[config.mk]
export PLATFORM = sky130hd
export DESIGN_NAME = tl_mem_arbiter_flat
export DESIGN_NICKNAME = d
export VERILOG_FILES = /design/src/rtl/tl_mem_arbiter_pkg.sv /design/src/rtl/tl_mem_arbiter_if.sv /design/src/rtl/tl_mem_arbiter_rr.sv /design/src/rtl/tl_mem_arbiter.sv /design/src/flat_wrapper.sv
export SDC_FILE = /design/constraint.sdc
export NUM_CORES = 1
export LEC_CHECK = 0
export CORE_AREA = 2 2 548 550
export CTS_BUF_LIST = sky130_fd_sc_hd__clkbuf_2 sky130_fd_sc_hd__clkbuf_4 sky130_fd_sc_hd__clkbuf_8
export DETAILED_ROUTE_END_ITERATION = 8
export DIE_AREA = 0 0 550 552
export HOLD_SLACK_MARGIN = 0.02
export SYNTH_ARGS = -nofsm -noshare
export SYNTH_HDL_FRONTEND = slang
export SYNTH_SLANG_ARGS = --single-unit
[constraint.sdc]
create_clock -name clk -period 2.8 [get_ports clk]
set_clock_uncertainty 0.2 [all_clocks]
set_input_delay 0.56 -clock clk [delete_from_list [all_inputs] [get_ports clk]]
set_output_delay 0.56 -clock clk [all_outputs]
set_load 0.01 [all_outputs]
[src/rtl/tl_mem_arbiter_pkg.sv]
// tl_mem_arbiter_pkg: TileLink opcodes, beat geometry, FSM states and beat-count helper shared by the memory arbiter.
package tl_mem_arbiter_pkg;
    localparam logic [2:0] PUT_FULL        = 3'd0;
    localparam logic [2:0] GET             = 3'd4;
    localparam logic [2:0] ACCESS_ACK      = 3'd0;
    localparam logic [2:0] ACCESS_ACK_DATA = 3'd1;
    localparam int BEAT_BYTES = 16;
    localparam int DATA_W     = 128;

    typedef enum logic {IDLE, XFER} state_e;

    // Oversized requests are clamped so a bad size still terminates with a bounded beat count.
    function automatic int beats_of(input logic [7:0] size, input int max_size);
        int s = (int'(size) > max_size) ? max_size : int'(size);
        return (s <= $clog2(BEAT_BYTES)) ? 1 : (1 << (s - $clog2(BEAT_BYTES)));
    endfunction
endpackage

[src/rtl/tl_mem_arbiter_if.sv]
// tl_mem_arbiter_if: N-lane TL-UH link (A and D channels), lane i at bit slice [w*i +: w].
// Ports: master drives A fields/valid and D ready; slave drives A ready and D fields/valid.
interface tl_mem_arbiter_if #(parameter int N = 1);
    import tl_mem_arbiter_pkg::*;
    logic [3*N-1:0]          a_opcode, a_param, a_source;
    logic [8*N-1:0]          a_size;
    logic [32*N-1:0]         a_address;
    logic [BEAT_BYTES*N-1:0] a_mask;
    logic [DATA_W*N-1:0]     a_data;
    logic [N-1:0]            a_corrupt, a_valid, a_ready;
    logic [3*N-1:0]          d_opcode, d_source, d_sink;
    logic [2*N-1:0]          d_param;
    logic [8*N-1:0]          d_size;
    logic [DATA_W*N-1:0]     d_data;
    logic [N-1:0]            d_denied, d_corrupt, d_valid, d_ready;
    modport master (
        output a_opcode, a_param, a_source, a_size, a_address, a_mask, a_data, a_corrupt, a_valid, d_ready,
        input  a_ready, d_opcode, d_source, d_sink, d_param, d_size, d_data, d_denied, d_corrupt, d_valid
    );
    modport slave (
        input  a_opcode, a_param, a_source, a_size, a_address, a_mask, a_data, a_corrupt, a_valid, d_ready,
        output a_ready, d_opcode, d_source, d_sink, d_param, d_size, d_data, d_denied, d_corrupt, d_valid
    );
endinterface

[src/rtl/tl_mem_arbiter_rr.sv]
// tl_mem_arbiter_rr: round-robin pick of the first set request at or after ptr.
// Ports: req (request vector), ptr (highest-priority index), idx (winner index), any (some request set).
module tl_mem_arbiter_rr #(
    parameter int N  = 2,
    parameter int GW = 1
) (
    input  logic [N-1:0]  req,
    input  logic [GW-1:0] ptr,
    output logic [GW-1:0] idx,
    output logic          any
);
    // Walk from the farthest offset down so the closest requester to ptr is written last and wins.
    always_comb begin
        idx = '0;
        any = |req;
        for (int k = N - 1; k >= 0; k--) idx = req[(int'(ptr) + k) % N] ? GW'((int'(ptr) + k) % N) : idx;
    end
endmodule

[src/rtl/tl_mem_arbiter.sv]
// tl_mem_arbiter: N-to-1 TL-UH arbiter locking one master across all A and D beats of a transaction.
// Ports: clk, rst (async, active-high); up (N upstream masters, slave side); dn (memory slave, master side);
//        gnt (current owner), busy (transaction in progress), err (sticky: D in idle or oversize request).
module tl_mem_arbiter
    import tl_mem_arbiter_pkg::*;
#(
    parameter int N        = 2,
    parameter int MAX_SIZE = 8,
    localparam int GW      = (N > 1) ? $clog2(N) : 1
) (
    input  logic             clk,
    input  logic             rst,
    tl_mem_arbiter_if.slave  up,
    tl_mem_arbiter_if.master dn,
    output logic [GW-1:0]    gnt,
    output logic             busy,
    output logic             err
);
    localparam int CW = ((MAX_SIZE > 4) ? MAX_SIZE - 4 : 0) + 1;

    state_e          state_q, state_d;
    logic [GW-1:0]   gnt_q, gnt_d, ptr_q, ptr_d, win;
    logic [CW-1:0]   a_left_q, a_left_d, d_left_q, d_left_d, w_beats;
    logic            err_q, err_d, any, xfer, a_open, d_open, a_hs, d_hs;
    logic [N-1:0]    own;
    logic [2:0]      w_op;
    logic [7:0]      w_size;
    int              gi, wi;

    tl_mem_arbiter_rr #(.N(N), .GW(GW)) u_rr (.req(up.a_valid), .ptr(ptr_q), .idx(win), .any(any));

    always_comb begin
        gi = int'(gnt_q);
        wi = int'(win);
        xfer = state_q == XFER;
        own = N'(1) << gnt_q;
        a_open = xfer && a_left_q != '0;
        d_open = xfer && d_left_q != '0;
        dn.a_opcode = up.a_opcode[3*gi +: 3];
        dn.a_param = up.a_param[3*gi +: 3];
        dn.a_source = up.a_source[3*gi +: 3];
        dn.a_size = up.a_size[8*gi +: 8];
        dn.a_address = up.a_address[32*gi +: 32];
        dn.a_mask = up.a_mask[BEAT_BYTES*gi +: BEAT_BYTES];
        dn.a_data = up.a_data[DATA_W*gi +: DATA_W];
        dn.a_corrupt = up.a_corrupt[gi];
        dn.a_valid = a_open && up.a_valid[gi];
        up.a_ready = (a_open && dn.a_ready[0]) ? own : '0;
        // D stays open during the A phase so a Put ack may coincide with the last A beat.
        up.d_valid = (d_open && dn.d_valid[0]) ? own : '0;
        dn.d_ready = d_open && up.d_ready[gi];
        up.d_opcode = {N{dn.d_opcode}};
        up.d_source = {N{dn.d_source}};
        up.d_sink = {N{dn.d_sink}};
        up.d_param = {N{dn.d_param}};
        up.d_size = {N{dn.d_size}};
        up.d_data = {N{dn.d_data}};
        up.d_denied = {N{dn.d_denied}};
        up.d_corrupt = {N{dn.d_corrupt}};
        a_hs = dn.a_valid[0] && dn.a_ready[0];
        d_hs = dn.d_valid[0] && dn.d_ready[0];
        w_op = up.a_opcode[3*wi +: 3];
        w_size = up.a_size[8*wi +: 8];
        w_beats = CW'(beats_of(w_size, MAX_SIZE));
        state_d = state_q;
        gnt_d = gnt_q;
        ptr_d = ptr_q;
        a_left_d = a_left_q - CW'(a_hs);
        d_left_d = d_left_q - CW'(d_hs);
        err_d = err_q | (!xfer && dn.d_valid[0]) | (!xfer && any && int'(w_size) > MAX_SIZE);
        if (!xfer && any) begin
            state_d = XFER;
            gnt_d = win;
            a_left_d = (w_op == PUT_FULL) ? w_beats : CW'(1);
            d_left_d = (w_op == GET) ? w_beats : CW'(1);
        end else if (xfer && a_left_d == '0 && d_left_d == '0) begin
            state_d = IDLE;
            ptr_d = (gnt_q == GW'(N - 1)) ? '0 : gnt_q + 1'b1;
        end
    end

    always_ff @(posedge clk or posedge rst) begin
        if (rst) begin
            state_q <= IDLE;
            gnt_q <= '0;
            ptr_q <= '0;
            a_left_q <= '0;
            d_left_q <= '0;
            err_q <= 1'b0;
        end else begin
            state_q <= state_d;
            gnt_q <= gnt_d;
            ptr_q <= ptr_d;
            a_left_q <= a_left_d;
            d_left_q <= d_left_d;
            err_q <= err_d;
        end
    end

    assign gnt = gnt_q;
    assign busy = state_q == XFER;
    assign err = err_q;
endmodule

[src/flat_wrapper.sv]
// flat-port wrapper written by rule: the top's interface ports become plain ports
module tl_mem_arbiter_flat import tl_mem_arbiter_pkg::*;
#(
    parameter int N        = 2,
    parameter int MAX_SIZE = 8,
    localparam int GW      = (N > 1) ? $clog2(N) : 1
)
  (clk, rst, gnt, busy, err, up_a_opcode, up_a_param, up_a_source, up_a_size, up_a_address, up_a_mask, up_a_data, up_a_corrupt, up_a_valid, up_d_ready, up_a_ready, up_d_opcode, up_d_source, up_d_sink, up_d_param, up_d_size, up_d_data, up_d_denied, up_d_corrupt, up_d_valid, dn_a_opcode, dn_a_param, dn_a_source, dn_a_size, dn_a_address, dn_a_mask, dn_a_data, dn_a_corrupt, dn_a_valid, dn_d_ready, dn_a_ready, dn_d_opcode, dn_d_source, dn_d_sink, dn_d_param, dn_d_size, dn_d_data, dn_d_denied, dn_d_corrupt, dn_d_valid);
  tl_mem_arbiter_if #(.N(N)) up_i ();
  tl_mem_arbiter_if #(.N(N)) dn_i ();
  input  logic clk;
  input  logic rst;
  output logic [GW-1:0] gnt;
  output logic busy;
  output logic err;
  input wire logic [$bits(up_i.a_opcode)-1:0] up_a_opcode;
  input wire logic [$bits(up_i.a_param)-1:0] up_a_param;
  input wire logic [$bits(up_i.a_source)-1:0] up_a_source;
  input wire logic [$bits(up_i.a_size)-1:0] up_a_size;
  input wire logic [$bits(up_i.a_address)-1:0] up_a_address;
  input wire logic [$bits(up_i.a_mask)-1:0] up_a_mask;
  input wire logic [$bits(up_i.a_data)-1:0] up_a_data;
  input wire logic [$bits(up_i.a_corrupt)-1:0] up_a_corrupt;
  input wire logic [$bits(up_i.a_valid)-1:0] up_a_valid;
  input wire logic [$bits(up_i.d_ready)-1:0] up_d_ready;
  output wire logic [$bits(up_i.a_ready)-1:0] up_a_ready;
  output wire logic [$bits(up_i.d_opcode)-1:0] up_d_opcode;
  output wire logic [$bits(up_i.d_source)-1:0] up_d_source;
  output wire logic [$bits(up_i.d_sink)-1:0] up_d_sink;
  output wire logic [$bits(up_i.d_param)-1:0] up_d_param;
  output wire logic [$bits(up_i.d_size)-1:0] up_d_size;
  output wire logic [$bits(up_i.d_data)-1:0] up_d_data;
  output wire logic [$bits(up_i.d_denied)-1:0] up_d_denied;
  output wire logic [$bits(up_i.d_corrupt)-1:0] up_d_corrupt;
  output wire logic [$bits(up_i.d_valid)-1:0] up_d_valid;
  output wire logic [$bits(dn_i.a_opcode)-1:0] dn_a_opcode;
  output wire logic [$bits(dn_i.a_param)-1:0] dn_a_param;
  output wire logic [$bits(dn_i.a_source)-1:0] dn_a_source;
  output wire logic [$bits(dn_i.a_size)-1:0] dn_a_size;
  output wire logic [$bits(dn_i.a_address)-1:0] dn_a_address;
  output wire logic [$bits(dn_i.a_mask)-1:0] dn_a_mask;
  output wire logic [$bits(dn_i.a_data)-1:0] dn_a_data;
  output wire logic [$bits(dn_i.a_corrupt)-1:0] dn_a_corrupt;
  output wire logic [$bits(dn_i.a_valid)-1:0] dn_a_valid;
  output wire logic [$bits(dn_i.d_ready)-1:0] dn_d_ready;
  input wire logic [$bits(dn_i.a_ready)-1:0] dn_a_ready;
  input wire logic [$bits(dn_i.d_opcode)-1:0] dn_d_opcode;
  input wire logic [$bits(dn_i.d_source)-1:0] dn_d_source;
  input wire logic [$bits(dn_i.d_sink)-1:0] dn_d_sink;
  input wire logic [$bits(dn_i.d_param)-1:0] dn_d_param;
  input wire logic [$bits(dn_i.d_size)-1:0] dn_d_size;
  input wire logic [$bits(dn_i.d_data)-1:0] dn_d_data;
  input wire logic [$bits(dn_i.d_denied)-1:0] dn_d_denied;
  input wire logic [$bits(dn_i.d_corrupt)-1:0] dn_d_corrupt;
  input wire logic [$bits(dn_i.d_valid)-1:0] dn_d_valid;
  assign up_i.a_opcode = up_a_opcode;
  assign up_i.a_param = up_a_param;
  assign up_i.a_source = up_a_source;
  assign up_i.a_size = up_a_size;
  assign up_i.a_address = up_a_address;
  assign up_i.a_mask = up_a_mask;
  assign up_i.a_data = up_a_data;
  assign up_i.a_corrupt = up_a_corrupt;
  assign up_i.a_valid = up_a_valid;
  assign up_i.d_ready = up_d_ready;
  assign up_a_ready = up_i.a_ready;
  assign up_d_opcode = up_i.d_opcode;
  assign up_d_source = up_i.d_source;
  assign up_d_sink = up_i.d_sink;
  assign up_d_param = up_i.d_param;
  assign up_d_size = up_i.d_size;
  assign up_d_data = up_i.d_data;
  assign up_d_denied = up_i.d_denied;
  assign up_d_corrupt = up_i.d_corrupt;
  assign up_d_valid = up_i.d_valid;
  assign dn_a_opcode = dn_i.a_opcode;
  assign dn_a_param = dn_i.a_param;
  assign dn_a_source = dn_i.a_source;
  assign dn_a_size = dn_i.a_size;
  assign dn_a_address = dn_i.a_address;
  assign dn_a_mask = dn_i.a_mask;
  assign dn_a_data = dn_i.a_data;
  assign dn_a_corrupt = dn_i.a_corrupt;
  assign dn_a_valid = dn_i.a_valid;
  assign dn_d_ready = dn_i.d_ready;
  assign dn_i.a_ready = dn_a_ready;
  assign dn_i.d_opcode = dn_d_opcode;
  assign dn_i.d_source = dn_d_source;
  assign dn_i.d_sink = dn_d_sink;
  assign dn_i.d_param = dn_d_param;
  assign dn_i.d_size = dn_d_size;
  assign dn_i.d_data = dn_d_data;
  assign dn_i.d_denied = dn_d_denied;
  assign dn_i.d_corrupt = dn_d_corrupt;
  assign dn_i.d_valid = dn_d_valid;
  tl_mem_arbiter #(.N(N), .MAX_SIZE(MAX_SIZE)) u_core (.clk(clk), .rst(rst), .up(up_i), .dn(dn_i), .gnt(gnt), .busy(busy), .err(err));
endmodule
==> flow_metrics.py <==
metrics = {
    "worst_hold_path": {
        "hold_end": "u_core.err$_DFF_PP0_",
        "min_from": "u_core.err$_DFF_PP0_",
        "worstHoldPathCells": 2,
        "min_path_type": "reg2reg",
    },
    "power_and_ir_drop": {
        "p_leak_uw": 0.00545,
        "pwr-share-clk_pct": 2.0,
        "power_density_nw_per_um2": 601,
        "p_switching_uw": 5410,
        "p_int_uw": 4740,
        "comb_power_share_pct": 94.0,
        "p_sw_share_pct": 53.3,
        "p_seq_share_pct": 4.0,
        "ir_worst_vdd_mv": 0.343,
    },
    "synth": {
        "synth_cells": 848,
        "async_reset_ff_share_pct": 100,
        "synth_cell_types": 42,
        "synth_most_common_cell": "buf_4",
        "syn_area_per_cell_um2": 8.42,
        "ys_seq_area_share_pct": 4.91,
        "ys.flop_type": "dfrtp_1",
        "synth_area_leaders": "buf_4, mux2_2, dfrtp_1",
        "yosysWarnings": 0,
        "ys_ff_latch": 14,
        "synth_common_cells": "buf_4, mux2_2, nor2_1",
        "synth_edf_count": 0,
        "syn_area_um2": 7140,
        "yosysTopAreaCell": "buf_4",
        "netlist.area_leader.share_pct": 52.0,
    },
    "outcome": {
        "violations": "negative setup slack",
        "run_status": "finished with violations",
    },
    "critical_path": {
        "rr_worst_depth": 10,
        "reg2reg_setup_slack_ns": -0.18,
        "max_stage_delay_ns": 0.70,
        "path_cells": "buf_6, or4_4, or3b_4, nor2_4, nor2_4, ha_4, nand2_4, nor3_4, nand3b_1, o22ai_1",
        "r2r_end": "u_core.ptr_q$_DFFE_PP0P_",
        "cp_common_cell": "nor2_4",
        "cp_max_fo": 6,
        "slowest_stage": "or4_4",
        "worstReg2RegStart": "u_core.d_left_q[3]$_DFF_PP0_",
        "arrival_ns": 2.95,
        "startpoint_type": "input port",
        "crit_type": "in2reg",
        "endpoint_kind": "flop",
        "critPathRequiredTime_ns": 2.77,
    },
    "timing": {
        "worst_hold_slack_ns": 0.378,
        "setup_tns_ns": -1.92,
        "timing.final.ws_setup_ns": -0.185,
        "slew_headroom_pct": 42.7,
        "hold_viol": 0,
        "min_period_ns": 2.98,
        "rsz0062_at_grt": "true",
        "report.final.slew_viol_count": 0,
        "setup_violations": 24,
        "max_freq_ghz": 0.335,
        "timing.final.crit_share_pct": 107,
        "worst_pin_slew_ns": 0.856,
    },
    "floorplanning": {
        "coreArea_um2": 298000,
        "std_cell_rows": 201,
        "die_w_um": 550,
        "initial_utilization_pct": 2.39,
        "die-area_um2": 304000,
        "die_h_um": 552,
        "ios": 1393,
    },
    "routing": {
        "vias": 7244,
        "drc": 0,
        "wl_per_cell_um": 36.7,
        "ant_nets": 0,
        "firstDrtPassIters": 4,
        "drt_iter0_drc": 267,
        "drt-vias-per-instance": 1.40,
        "drt_wl_total_um": 191000,
    },
    "final_layout": {
        "nets": 1909,
        "stdcell_area_um2": 16900,
        "drive_gt1_share_pct": 43.1,
        "syn_to_final_growth_pct": 136,
    },
    "global_route": {
        "grt-ovfl-total": 0,
        "grt_pass1_vias": 6803,
        "antenna_found_initial": 65,
        "grt_pass1_wl_um": 202000,
        "grt_usage_pct": 11.9,
        "grt_max_degree": 41,
    },
    "clocking": {
        "numCtsBuffers": 3,
        "clk_latency_ns": 0.25,
        "htreeDepth": 1,
        "cts-root-buf": "clkbuf_8",
        "clk_pin_slew_worst_paths_ns": 0.07,
        "cts_tree": "built",
        "hold_buffers": 0,
        "clock_path_buffers": 2,
        "numClockSinks": 14,
    },
    "place": {
        "portBuffers": 598,
        "dpl.hpwl_um": 183000,
        "gp_congestion": 0.803,
        "placed_area_um2": 15900,
    },
    "flow_run": {
        "maxCapViolCount": 0,
    },
}
## per-layer routing
layer / wire length, um / track usage (%)
met5: 134 / 0
met1: 53000 / 9.71
met4: 9730 / 4.11
met3: 47700 / 13.3
met2: 80200 / 18.2
## what timing repair did
action,in CTS,in global routing
gates cloned,1,5
endpoints found under the setup margin,64,73
resized for setup,78,71
pin swaps,29,23
setup buffers,18,22
## how the worst max path moves through the flow
| stage | startpoint | to | slack (ns) | depth (start not counted) |
|---|---|---|---|---|
| floorplan | u_core.a_left_q[2]$_DFF_PP0_ | u_core.ptr_q$_DFFE_PP0P_ | -0.09 | 10 |
| global placement | up_a_size[15] | u_core.d_left_q[0]$_DFF_PP0_ | -0.95 | 10 |
| detailed placement | up_a_size[7] | u_core.d_left_q[0]$_DFF_PP0_ | -0.95 | 10 |
| CTS | u_core.d_left_q[1]$_DFF_PP0_ | u_core.ptr_q$_DFFE_PP0P_ | -0.27 | 10 |
| global route | u_core.a_left_q[4]$_DFF_PP0_ | u_core.ptr_q$_DFFE_PP0P_ | -0.31 | 10 |
| finish | up_a_size[6] | u_core.a_left_q[2]$_DFF_PP0_ | -0.18 | 10 |
## logic make-up after synthesis
group | count (synthesis) | synth area share, %
mux | 199 | 31.3
simple gates | 64 | 5.12
flops | 14 | 4.91
other cells | 2 | 0.105
buf+inv | 530 | 54.0
fa+ha+maj | 7 | 1.23
compound gates | 26 | 2.59
xor+xnor | 6 | 0.736
## layout by cell type, fill, tap and decap left out, drive strengths merged, types with 8 or more instances in the layout
master           n
clkdlybuf4s50  389
buf            272
conb           197
mux2           196
diode           27
nor2            18
dfrtp           14
nand2           12
inv             10
clkbuf          10
o22ai            8
dlymetal6s2s     8
## final cells by class
type | instances | area (um^2)
sequential | 14 | 354
tap | 3958 | 4950
fill | 35200 | 281000
clock buffer | 4 | 55.1
inverter | 10 | 37.5
timing repair buffer | 678 | 7450
multi-input combinational | 499 | 3960
antenna | 27 | 67.6
## sequential cells by signal (all words and copies together), names as in the netlist
signal           count
u_core.busy          1
u_core.ptr_q         1
u_core.gnt           1
u_core.a_left_q      5
u_core.err           1
u_core.d_left_q      5
## through the flow
| step | util, % | cells | setup WS (ns) | total power (uW) |
|---|---|---|---|---|
| 3_3_place_gp | 5.32 | 5121 | -0.951 | 9630 |
| 3_5_place_dp | 5.32 | 5121 | -0.947 | 9610 |
| 5_1_grt | 5.64 | 5172 | -0.313 | 11000 |
| 6_report | 5.66 | 5190 | -0.185 | 10100 |
| 4_1_cts | 5.44 | 5143 | -0.270 | 10200 |
| 2_1_floorplan | - | 1043 | -0.0900 | 3340 |
## power groups by stage
stage,sequential (uW),combinational (uW),clock [uW]
2_1_floorplan,363,2980,0
4_1_cts,407,9550,206
6_report,403,9540,204
3_5_place_dp,404,9210,0
5_1_grt,421,10400,215
3_3_place_gp,401,9220,0
## worst max-delay path: cells and delay by family
family	cells	cell delay, ns
AO/OA/AOI/OAI	1	0.16
buffers and inverters	1	0.10
AND/OR/NAND/NOR	7	1.82
adder cells (fa/ha/maj)	1	0.27
Power figures use the tool's default switching activity.
